File: config.mk
export PLATFORM = sky130hd
export DESIGN_NAME = axis_image_framer
export DESIGN_NICKNAME = d
export VERILOG_FILES = /design/src/rtl/axis_image_framer.sv
export SDC_FILE = /design/constraint.sdc
export NUM_CORES = 1
export LEC_CHECK = 0
export CORE_MARGIN = 4
export CORE_UTILIZATION = 55
export CTS_CLUSTER_SIZE = 8
export DETAILED_ROUTE_END_ITERATION = 10
export DONT_BUFFER_PORTS = 1
export HOLD_SLACK_MARGIN = 0.02
export PLACE_DENSITY = 0.8
export SLEW_MARGIN = 20
export SYNTH_ARGS = -nofsm -noshare
export SYNTH_HDL_FRONTEND = slang
export SYNTH_SLANG_ARGS = --single-unit
File: constraint.sdc
create_clock -name clk -period 24.1 [get_ports clk]
set_clock_uncertainty 0.15 [all_clocks]
set_input_delay 4.82 -clock clk [delete_from_list [all_inputs] [get_ports clk]]
set_output_delay 4.82 -clock clk [all_outputs]
set_load 0.05 [all_outputs]
File: src/rtl/axis_image_framer.sv
// axis_image_framer
//   Parses a 12-byte little-endian image header (rows, cols, channels) from an
//   8-bit AXI-Stream, validates it, then packs the following pixel bytes into
//   BYTES_PER_BEAT-wide output beats. Beats never cross a line boundary: the
//   last beat of a line may be short, with unused lanes zeroed and tkeep
//   cleared for them. tuser marks the first beat of a frame; tlast marks end
//   of line (TLAST_MODE=0) or end of frame (TLAST_MODE=1).
//
// Ports:
//   clk, reset      clock; asynchronous active-high reset
//   s_axis_tdata    header/pixel byte in
//   s_axis_tvalid   input byte valid
//   s_axis_tready   input byte ready
//   m_axis_tdata    packed output beat, first byte in [7:0]
//   m_axis_tkeep    byte enables, contiguous from bit 0
//   m_axis_tvalid   output beat valid
//   m_axis_tlast    end of line / end of frame marker
//   m_axis_tuser    first beat of frame
//   m_axis_tready   downstream ready
//   frame_done      one-cycle pulse after the last beat of a frame is taken
//   hdr_error       sticky, set when a header fails validation
//   frame_count     number of completed frames, wraps at 16 bits

module axis_image_framer #(
  parameter int BYTES_PER_BEAT = 4,
  parameter int DIM_WIDTH      = 16,
  parameter int MAX_ROWS       = 4096,
  parameter int MAX_COLS       = 4096,
  parameter int MAX_CHANNELS   = 4,
  parameter int TLAST_MODE     = 0
) (
  input  logic                        clk,
  input  logic                        reset,
  input  logic [7:0]                  s_axis_tdata,
  input  logic                        s_axis_tvalid,
  output logic                        s_axis_tready,
  output logic [8*BYTES_PER_BEAT-1:0] m_axis_tdata,
  output logic [BYTES_PER_BEAT-1:0]   m_axis_tkeep,
  output logic                        m_axis_tvalid,
  output logic                        m_axis_tlast,
  output logic                        m_axis_tuser,
  input  logic                        m_axis_tready,
  output logic                        frame_done,
  output logic                        hdr_error,
  output logic [15:0]                 frame_count
);

  localparam int IDX_W  = (BYTES_PER_BEAT > 1) ? $clog2(BYTES_PER_BEAT) : 1;
  localparam int LB_W   = 2 * DIM_WIDTH;
  localparam int DATA_W = 8 * BYTES_PER_BEAT;
  localparam logic [IDX_W-1:0] LAST_LANE = IDX_W'(BYTES_PER_BEAT - 1);
  localparam logic [3:0]       HDR_LAST  = 4'd11;
  localparam bit               LAST_PER_FRAME = (TLAST_MODE != 0);

  typedef enum logic [1:0] {
    ST_HDR   = 2'd0,
    ST_CHECK = 2'd1,
    ST_DATA  = 2'd2,
    ST_DRAIN = 2'd3   // final beat of the frame is pending; input blocked
  } state_t;

  // A header field is rejected when zero, above its maximum, or carrying
  // bits the dimension registers cannot hold.
  function automatic logic field_bad(input logic [31:0] v, input logic [31:0] max_v);
    return (v == 32'd0) || (v > max_v) || ((v >> DIM_WIDTH) != 32'd0);
  endfunction

  state_t state_q, state_d;

  logic [95:0]          hdr_q, hdr_d;
  logic [3:0]           hdr_idx_q, hdr_idx_d;
  logic [DIM_WIDTH-1:0] rows_q, rows_d;
  logic [LB_W-1:0]      line_bytes_q, line_bytes_d;
  logic [LB_W-1:0]      col_cnt_q, col_cnt_d;
  logic [DIM_WIDTH-1:0] row_cnt_q, row_cnt_d;
  logic [IDX_W-1:0]     byte_idx_q, byte_idx_d;
  logic [DATA_W-1:0]    acc_q, acc_d;
  logic                 sof_q, sof_d;

  logic [DATA_W-1:0]         m_tdata_q, m_tdata_d;
  logic [BYTES_PER_BEAT-1:0] m_tkeep_q, m_tkeep_d;
  logic                      m_tvalid_q, m_tvalid_d;
  logic                      m_tlast_q, m_tlast_d;
  logic                      m_tuser_q, m_tuser_d;
  logic                      frame_done_q, frame_done_d;
  logic                      hdr_error_q, hdr_error_d;
  logic [15:0]               frame_count_q, frame_count_d;

  logic                      s_ready;
  logic                      in_fire;
  logic                      out_fire;
  logic [31:0]               hdr_rows, hdr_cols, hdr_ch;
  logic                      hdr_ok;
  logic                      eol;
  logic                      last_row;
  logic                      beat_done;
  logic [DATA_W-1:0]         beat_data;
  logic [BYTES_PER_BEAT-1:0] keep_mask;

  // ---------------------------------------------------------------------------
  // Decode helpers
  // ---------------------------------------------------------------------------
  assign hdr_rows = hdr_q[31:0];
  assign hdr_cols = hdr_q[63:32];
  assign hdr_ch   = hdr_q[95:64];
  assign hdr_ok   = !field_bad(hdr_rows, 32'(MAX_ROWS)) &&
                    !field_bad(hdr_cols, 32'(MAX_COLS)) &&
                    !field_bad(hdr_ch,   32'(MAX_CHANNELS));

  // Ready is gated by reset so every output reads 0 while reset is held.
  assign s_axis_tready = s_ready && !reset;
  assign in_fire       = s_axis_tvalid && s_axis_tready;
  assign out_fire      = m_tvalid_q && m_axis_tready;

  assign eol       = (col_cnt_q == (line_bytes_q - LB_W'(1)));
  assign last_row  = (row_cnt_q == (rows_q - DIM_WIDTH'(1)));
  assign beat_done = (byte_idx_q == LAST_LANE) || eol;

  // Current accumulator with the incoming byte dropped into its lane. Lanes
  // above byte_idx are still zero because the accumulator clears per beat.
  always_comb begin
    beat_data = acc_q;
    beat_data[{byte_idx_q, 3'b000} +: 8] = s_axis_tdata;
  end

  for (genvar gi = 0; gi < BYTES_PER_BEAT; gi++) begin : g_keep
    assign keep_mask[gi] = (byte_idx_q >= IDX_W'(gi));
  end

  // ---------------------------------------------------------------------------
  // FSM: state register
  // ---------------------------------------------------------------------------
  always_ff @(posedge clk or posedge reset) begin
    if (reset) begin
      state_q <= ST_HDR;
    end else begin
      state_q <= state_d;
    end
  end

  // ---------------------------------------------------------------------------
  // FSM: next state
  // ---------------------------------------------------------------------------
  always_comb begin
    state_d = state_q;
    case (state_q)
      ST_HDR: begin
        if (in_fire && (hdr_idx_q == HDR_LAST)) begin
          state_d = ST_CHECK;
        end
      end
      ST_CHECK: begin
        state_d = hdr_ok ? ST_DATA : ST_HDR;
      end
      ST_DATA: begin
        if (in_fire && eol && last_row) begin
          state_d = ST_DRAIN;
        end
      end
      ST_DRAIN: begin
        if (out_fire) begin
          state_d = ST_HDR;
        end
      end
      default: state_d = ST_HDR;
    endcase
  end

  // ---------------------------------------------------------------------------
  // FSM: outputs
  // ---------------------------------------------------------------------------
  // In DATA, ready looks straight through to m_axis_tready so a beat can be
  // completed in the same cycle the previous one is taken (no bubble).
  always_comb begin
    s_ready = 1'b0;
    case (state_q)
      ST_HDR:  s_ready = 1'b1;
      ST_DATA: s_ready = !m_tvalid_q || m_axis_tready;
      default: s_ready = 1'b0;
    endcase
  end

  // ---------------------------------------------------------------------------
  // Datapath next-state
  // ---------------------------------------------------------------------------
  always_comb begin
    hdr_d         = hdr_q;
    hdr_idx_d     = hdr_idx_q;
    rows_d        = rows_q;
    line_bytes_d  = line_bytes_q;
    col_cnt_d     = col_cnt_q;
    row_cnt_d     = row_cnt_q;
    byte_idx_d    = byte_idx_q;
    acc_d         = acc_q;
    sof_d         = sof_q;
    m_tdata_d     = m_tdata_q;
    m_tkeep_d     = m_tkeep_q;
    m_tvalid_d    = m_tvalid_q;
    m_tlast_d     = m_tlast_q;
    m_tuser_d     = m_tuser_q;
    frame_done_d  = 1'b0;
    hdr_error_d   = hdr_error_q;
    frame_count_d = frame_count_q;

    // A taken beat drops valid; a beat completing this same cycle re-asserts
    // it further down.
    if (out_fire) begin
      m_tvalid_d = 1'b0;
    end

    case (state_q)
      ST_HDR: begin
        if (in_fire) begin
          hdr_d[{hdr_idx_q, 3'b000} +: 8] = s_axis_tdata;
          hdr_idx_d = (hdr_idx_q == HDR_LAST) ? 4'd0 : hdr_idx_q + 4'd1;
        end
      end

      ST_CHECK: begin
        if (!hdr_ok) begin
          hdr_error_d = 1'b1;
        end else begin
          rows_d       = hdr_rows[DIM_WIDTH-1:0];
          line_bytes_d = LB_W'(hdr_cols[DIM_WIDTH-1:0]) * LB_W'(hdr_ch[DIM_WIDTH-1:0]);
          col_cnt_d    = '0;
          row_cnt_d    = '0;
          byte_idx_d   = '0;
          acc_d        = '0;
          sof_d        = 1'b1;
        end
      end

      ST_DATA: begin
        if (in_fire) begin
          if (beat_done) begin
            m_tdata_d  = beat_data;
            m_tkeep_d  = keep_mask;
            m_tvalid_d = 1'b1;
            m_tuser_d  = sof_q;
            m_tlast_d  = LAST_PER_FRAME ? (eol && last_row) : eol;
            sof_d      = 1'b0;
            acc_d      = '0;
            byte_idx_d = '0;
          end else begin
            acc_d      = beat_data;
            byte_idx_d = byte_idx_q + IDX_W'(1);
          end

          if (eol) begin
            col_cnt_d = '0;
            row_cnt_d = row_cnt_q + DIM_WIDTH'(1);
          end else begin
            col_cnt_d = col_cnt_q + LB_W'(1);
          end
        end
      end

      ST_DRAIN: begin
        if (out_fire) begin
          frame_done_d  = 1'b1;
          frame_count_d = frame_count_q + 16'd1;
        end
      end

      default: ;
    endcase
  end

  // ---------------------------------------------------------------------------
  // Datapath registers
  // ---------------------------------------------------------------------------
  always_ff @(posedge clk or posedge reset) begin
    if (reset) begin
      hdr_q         <= '0;
      hdr_idx_q     <= '0;
      rows_q        <= '0;
      line_bytes_q  <= '0;
      col_cnt_q     <= '0;
      row_cnt_q     <= '0;
      byte_idx_q    <= '0;
      acc_q         <= '0;
      sof_q         <= 1'b0;
      m_tdata_q     <= '0;
      m_tkeep_q     <= '0;
      m_tvalid_q    <= 1'b0;
      m_tlast_q     <= 1'b0;
      m_tuser_q     <= 1'b0;
      frame_done_q  <= 1'b0;
      hdr_error_q   <= 1'b0;
      frame_count_q <= '0;
    end else begin
      hdr_q         <= hdr_d;
      hdr_idx_q     <= hdr_idx_d;
      rows_q        <= rows_d;
      line_bytes_q  <= line_bytes_d;
      col_cnt_q     <= col_cnt_d;
      row_cnt_q     <= row_cnt_d;
      byte_idx_q    <= byte_idx_d;
      acc_q         <= acc_d;
      sof_q         <= sof_d;
      m_tdata_q     <= m_tdata_d;
      m_tkeep_q     <= m_tkeep_d;
      m_tvalid_q    <= m_tvalid_d;
      m_tlast_q     <= m_tlast_d;
      m_tuser_q     <= m_tuser_d;
      frame_done_q  <= frame_done_d;
      hdr_error_q   <= hdr_error_d;
      frame_count_q <= frame_count_d;
    end
  end

  assign m_axis_tdata  = m_tdata_q;
  assign m_axis_tkeep  = m_tkeep_q;
  assign m_axis_tvalid = m_tvalid_q;
  assign m_axis_tlast  = m_tlast_q;
  assign m_axis_tuser  = m_tuser_q;
  assign frame_done    = frame_done_q;
  assign hdr_error     = hdr_error_q;
  assign frame_count   = frame_count_q;

endmodule

==> results of run 1 <==
-- cell families after synthesis --
kind of cell,count (synthesis),synth area share [%]
fa+ha+maj,314,23.6
mux,106,5.13
xor+xnor,131,5.04
simple gates,857,19.1
buf+inv,372,6.36
flops,290,31.9
compound gates,303,8.90
-- how the worst min path moves through the flow --
stage                           end  slack (ns)      start  cells after the start
final                     acc_q[21]        0.34  acc_q[21]                      1
after global routing      acc_q[17]        0.36  acc_q[17]                      1
after CTS                 acc_q[24]        0.34  acc_q[24]                      1
after detailed placement  acc_q[29]        0.32  acc_q[29]                      1
after global placement    acc_q[26]        0.32  acc_q[26]                      1
after floorplan            acc_q[0]        0.31   acc_q[0]                      1
-- synthesized netlist by cell type, types with 6 or more instances --
cell type    n
nor4_1      46
o31ai_1     12
mux2i_1     20
nor3_1      29
nor2_1      94
nand3b_1     6
nand3_1     42
ha_1       120
a22o_1      35
buf_2        8
mux2_2      70
nor4b_1      7
mux2_1      16
o21ai_0     96
a21oi_1     53
a211oi_1     8
nand2_1    354
a21o_1      13
nor2b_1      7
or3_1       10
or4_1        8
nand4b_1     6
dfrtp_1    290
and2_1     137
clkbuf_1    93
nand2b_1    19
nand4_1     37
and4_1       6
xor2_1      61
xnor2_1     70
inv_1      259
and3_1      22
fa_1       194
o2bb2ai_1   32
a31oi_1      7
-- power breakdown --
part	leakage (nW)	internal, mW	total (mW)	switching [mW]
clock	0.606	0.347	0.567	0.220
combinational	7.37	0.0860	0.216	0.130
sequential	3.93	0.532	0.660	0.128
total	11.9	0.965	1.44	0.478
-- per-layer routing --
metal	track usage [%]	part of all wire (%)	vias up
li1	-	-	7753
met1	32.1	39	8742
met2	44.1	49	697
met3	5.16	7.7	171
met4	10.5	3.9	2
met5	0	0.023	-
-- flip-flops by register name, summed over array words and instances, names as in the netlist, 2 cells and up, named ones only --
signal / count
row_cnt_q: 16
col_cnt_q: 32
hdr_idx_q: 4
hdr_q: 96
line_bytes_q: 32
rows_q: 16
m_axis_tkeep: 4
acc_q: 32
frame_count: 16
byte_idx_q: 2
m_axis_tdata: 32
-- cell type report --
type	count	area (um^2)	share of cell area [%]
Clock buffer	47	1110	4.57
Inverter	262	991	4.07
Multi-Input combinational cell	1711	14100	57.9
Tap cell	532	666	2.74
Timing Repair Buffer	9	75.1	0.309
Sequential cell	290	7260	29.8
Clock inverter	5	130	0.535
-- stage by stage --
stage | area (um^2) | power [mW] | hold slack (ns) | instances | util [%]
2_1_floorplan | 22800 | 0.798 | 0.307 | 2373 | -
3_3_place_gp | 23100 | 0.866 | 0.321 | 2804 | 56.4
3_5_place_dp | 23100 | 0.878 | 0.324 | 2804 | 56.4
4_1_cts | 24300 | 1.45 | 0.344 | 2856 | 59.4
5_1_grt | 24300 | 1.50 | 0.356 | 2856 | 59.4
6_report | 24300 | 1.44 | 0.344 | 2856 | 59.4
-- cells in the final DEF, fill, tap and decap left out, types with 8 or more instances in the layout --
cell,synthesis,layout
a211oi_1,8,8
a21o_1,13,13
a21oi_1,53,53
a22o_1,35,35
and2_1,137,137
and3_1,22,22
clkbuf_16,0,43
dfrtp_1,290,290
fa_1,194,194
ha_1,120,120
inv_1,259,258
mux2_1,16,16
mux2_2,70,70
mux2i_1,20,20
nand2_1,354,354
nand2b_1,19,19
nand3_1,42,42
nand4_1,37,37
nor2_1,94,94
nor3_1,29,29
nor4_1,46,45
o21ai_0,96,96
o2bb2ai_1,32,32
o31ai_1,12,12
or3_1,10,10
xnor2_1,70,70
xor2_1,61,61
==> results.toml, run 1 <==
[grt]
grt_pass1_wl_mm = 94.0
grt_pass1_vias = 18606
grt-ovfl-total = 0
grt_max_degree = 122
grtUsageTotal_pct = 25.7
antenna_found_initial = 2

[drt]
drc = 0
vias_per_cell = 6.08
drtPass1Iterations = 7
vias = 17365
ant_nets = 0
drtIter0Drc = 1160
wire_per_inst_um = 19.8
wl_mm = 56.5

[timing]
setup_ws_ns = 13.33
setup_tns_ns = 0
max_freq_mhz = 92.8
min_period_ns = 10.77
finalHoldViolCount = 0
worstMarginPinSlew_ns = 1.12
maxSlewViolCount = 0
rsz0062_at_grt = "no"
fin_crit_sh_pct = 44.7
slew_headroom_pct = 25.6
setup_viol = 0

[cells_and_area]
fin_nets = 2643
syn_to_final_growth_pct = 6.78
n_antenna_cell = 0
drive_gt1_share_pct = 6.88
n_fill_cell = 3339

[critical_path]
cp-start-kind = "input pin"
worstRegToRegCells = 20
reg2reg_slack_ns = 16.56
crit_family = "compound AO/OA/AOI/OAI gates"
worstSetupStartpoint = "m_axis_tready"
reg2reg_to = "line_bytes_q[30]"
cp.arrival_ns = 5.80
rr_startpoint = "hdr_q[72]"
cp.depth = 2
crit_slowest_cell = "a311oi_2"
cp-end-kind = "output pin"
crit_chain = "inv_1, a311oi_2"
slowest_delay_ns = 0.94
crit_fanout = 4
cp.required_ns = 19.13
cp-endpoint = "s_axis_tready"
crit_buf_inv = 1
crit_type = "in2out"

[synthesis]
yosysTopAreaCellShare_pct = 31.9
ys_top_cells_by_area = "dfrtp_1 32%, fa_1 17%, ha_1 6.6%"
synth_nets = 2699
syn_inst = 2373
ys.flop_type = "dfrtp_1"
yosysSeqAreaShare_pct = 31.9
syn_area_um2 = 22800
ys_warn_count = 0
avgSynthCellArea_um2 = 9.60
synth_cell_type_count = 76
synth_top_area_cell = "dfrtp_1"
synth_edf_count = 0
synth_seq_cells = 290
synth_async_sr_flop_share_pct = 100

[clock_network]
clk_pin_slew_ns = 0.05
clockRootBuffer = "clkbuf_16"
clock_path_buffers = 3
post_cts_buffers = 0
cts.sinks = 290
cts_tree = "built"
cts_hold_repair.buffers = 0
cts_resized = 0
cts_buffers = 43
insertion_delay_ns = 0.58
htreeDepth = 2

[power]
p_leak_nw = 11.9
power_density_nw_per_um2 = 59.3
max-vdd-ir-drop_uv = 75.5

[floorplan]
io_pins = 70
dieWidth_um = 212
coreArea_um2 = 40900
die_h_um = 212
core.rowCount = 74
dieArea_um2 = 44700
start_util_pct = 55.7

[placement]
dpl.hpwl_mm = 39.8
port_buffers = 0
gp_congestion = 0.914
pre_cts_slack_ns = 13.33

[job]
drv_cap = 0

[worst_hold_path]
hp-class = "reg2reg"

[run_status]
status = "finished, final reports clean"
Note: power is estimated with default switching activity, not from simulation.
==> run 2, diff against run 1 <==
clock period = 10.6 ns   (was 24.1 ns; I/O delays follow)
==> run 2 against run 1 <==
Compared with the run above:
- setup slack lost 10 ns
- hold slack lost 0.0089 ns
- largest cell class unchanged
- global-route usage grew 0.38 points
- clock power grew 120%
- combinational power grew 130%
- wire length grew 0.28%
- sequential share of layout area is essentially flat
- sequential power grew 120%
- via count shrank 1.2%
- power grew 120%
- flip-flop and latch count is the same
- register-to-register slack lost 13 ns
==> results.toml, run 2 (synthesis gave the netlist of run 1 again) <==
[run_status]
status = "finished, final reports clean"

[grt]
grt_pass1_wl_mm = 94.9
grt_pass1_vias = 18248
grt-ovfl-total = 0
antenna_found_initial = 0
grtUsageTotal_pct = 26.1
grt_max_degree = 152

[cells_and_area]
fin_util_pct = 59.3
largest_register_ffs = 96
n_fill_cell = 3350
mostFrequentLayoutCells = "354 x nand2_1, 290 x dfrtp_1, 258 x inv_1"
fin_nets = 2643
syn_to_final_growth_pct = 6.62
drive_gt1_share_pct = 6.76
final_common_cell = "nand2_1"
n_antenna_cell = 0
registers.top_by_ff_count = "hdr_q"

[drt]
drc = 0
ant_nets = 0
drtIter0Drc = 1462
wl_mm = 56.7
vias = 17164
vias_per_cell = 6.01
drtPass1Iterations = 5
wire_per_inst_um = 19.9

[job]
drv_cap = 0

[power]
power_density_nw_per_um2 = 132
p_leak_nw = 11.9
max-vdd-ir-drop_uv = 216

[timing]
setup_tns_ns = 0
setup_ws_ns = 3.32
slew_headroom_pct = 35.0
fin_crit_sh_pct = 68.7
maxSlewViolCount = 0
worstMarginPinSlew_ns = 0.975
setup_viol = 0
rsz0062_at_grt = "no"
max_freq_mhz = 137
min_period_ns = 7.28
whs_ns = 0.335
finalHoldViolCount = 0

[critical_path]
crit_type = "reg2reg"
cp-start-kind = "register"
cp.required_ns = 10.87
worstSetupStartpoint = "hdr_q[38]"
rr_startpoint = "hdr_q[38]"
cp.arrival_ns = 7.55
cp-end-kind = "register"
crit_fanout = 18

[clock_network]
cts.sinks = 290
clock_path_buffers = 3
post_cts_buffers = 0
cts_tree = "built"
cts_hold_repair.buffers = 0
clockRootBuffer = "clkbuf_16"
htreeDepth = 2
insertion_delay_ns = 0.59
cts_buffers = 42
cts_resized = 0
clk_pin_slew_ns = 0.05

[floorplan]
core.rowCount = 74
dieArea_um2 = 44700
coreArea_um2 = 40900
io_pins = 70
die_h_um = 212
start_util_pct = 55.7
dieWidth_um = 212

[placement]
pre_cts_slack_ns = 3.38
gp_congestion = 0.905
port_buffers = 0
dpl.hpwl_mm = 41.6

[worst_hold_path]
min_from = "acc_q[11]"
hp-class = "reg2reg"
==> run 2: stage by stage <==
step	instance area, um^2	cells	total power, mW
2_1_floorplan	22800	2373	1.81
3_3_place_gp	23100	2804	1.95
3_5_place_dp	23100	2804	1.99
4_1_cts	24300	2854	3.22
5_1_grt	24300	2855	3.35
6_report	24300	2855	3.21
==> run 2: final timing paths <==
| path | endpoint | cells after the start | slack, ns |
|---|---|---|---|
| max in group asynchronous | frame_count[13] | 2 | 7.51 |
| min | acc_q[11] | 1 | 0.34 |
| min reg2reg | acc_q[11] | 1 | 0.34 |
| max reg2reg | line_bytes_q[30] | 20 | 3.32 |
| min in group asynchronous | m_axis_tvalid | 1 | 1.41 |
| max | line_bytes_q[30] | 20 | 3.32 |
==> run 2: area by class of cell <==
cell class | instances | area [um^2] | share of cell area, %
Clock buffer | 47 | 1080 | 4.45
Multi-Input combinational cell | 1711 | 14100 | 58.1
Tap cell | 532 | 666 | 2.74
Sequential cell | 290 | 7260 | 29.9
Timing Repair Buffer | 10 | 100 | 0.412
Clock inverter | 3 | 90.1 | 0.371
Inverter | 262 | 991 | 4.08
==> run 2: report_power, final <==
group          switching [mW]  internal (mW)  leakage, nW  total [mW]
Sequential              0.270           1.21         3.93        1.48
Clock                   0.506          0.718        0.564        1.22
Combinational           0.308          0.197         7.39       0.506
==> run 2: critical path, cell delays in order, from the launching register on <==
cell and delay (ns):
dfrtp_1 0.80, nand2_1 0.18, fa_1 0.54, inv_1 0.05, fa_1 0.46, fa_1 0.54, fa_1 0.52, fa_1 0.54
inv_1 0.05, fa_1 0.53, inv_1 0.04, ha_1 0.35, and3_1 0.22, and2_1 0.15, a221oi_1 0.55, nand3_1 0.16
a211oi_1 0.43, nor3_1 0.12, a2111oi_0 0.46, xor2_1 0.18, o21ai_0 0.08
==> run 2: layer usage <==
layer / part of all wire (%) / GRT usage [%]
met1: 40 / 33.7
met2: 49 / 44.0
met3: 7.0 / 4.74
met4: 4.0 / 10.4
met5: 0 / 0
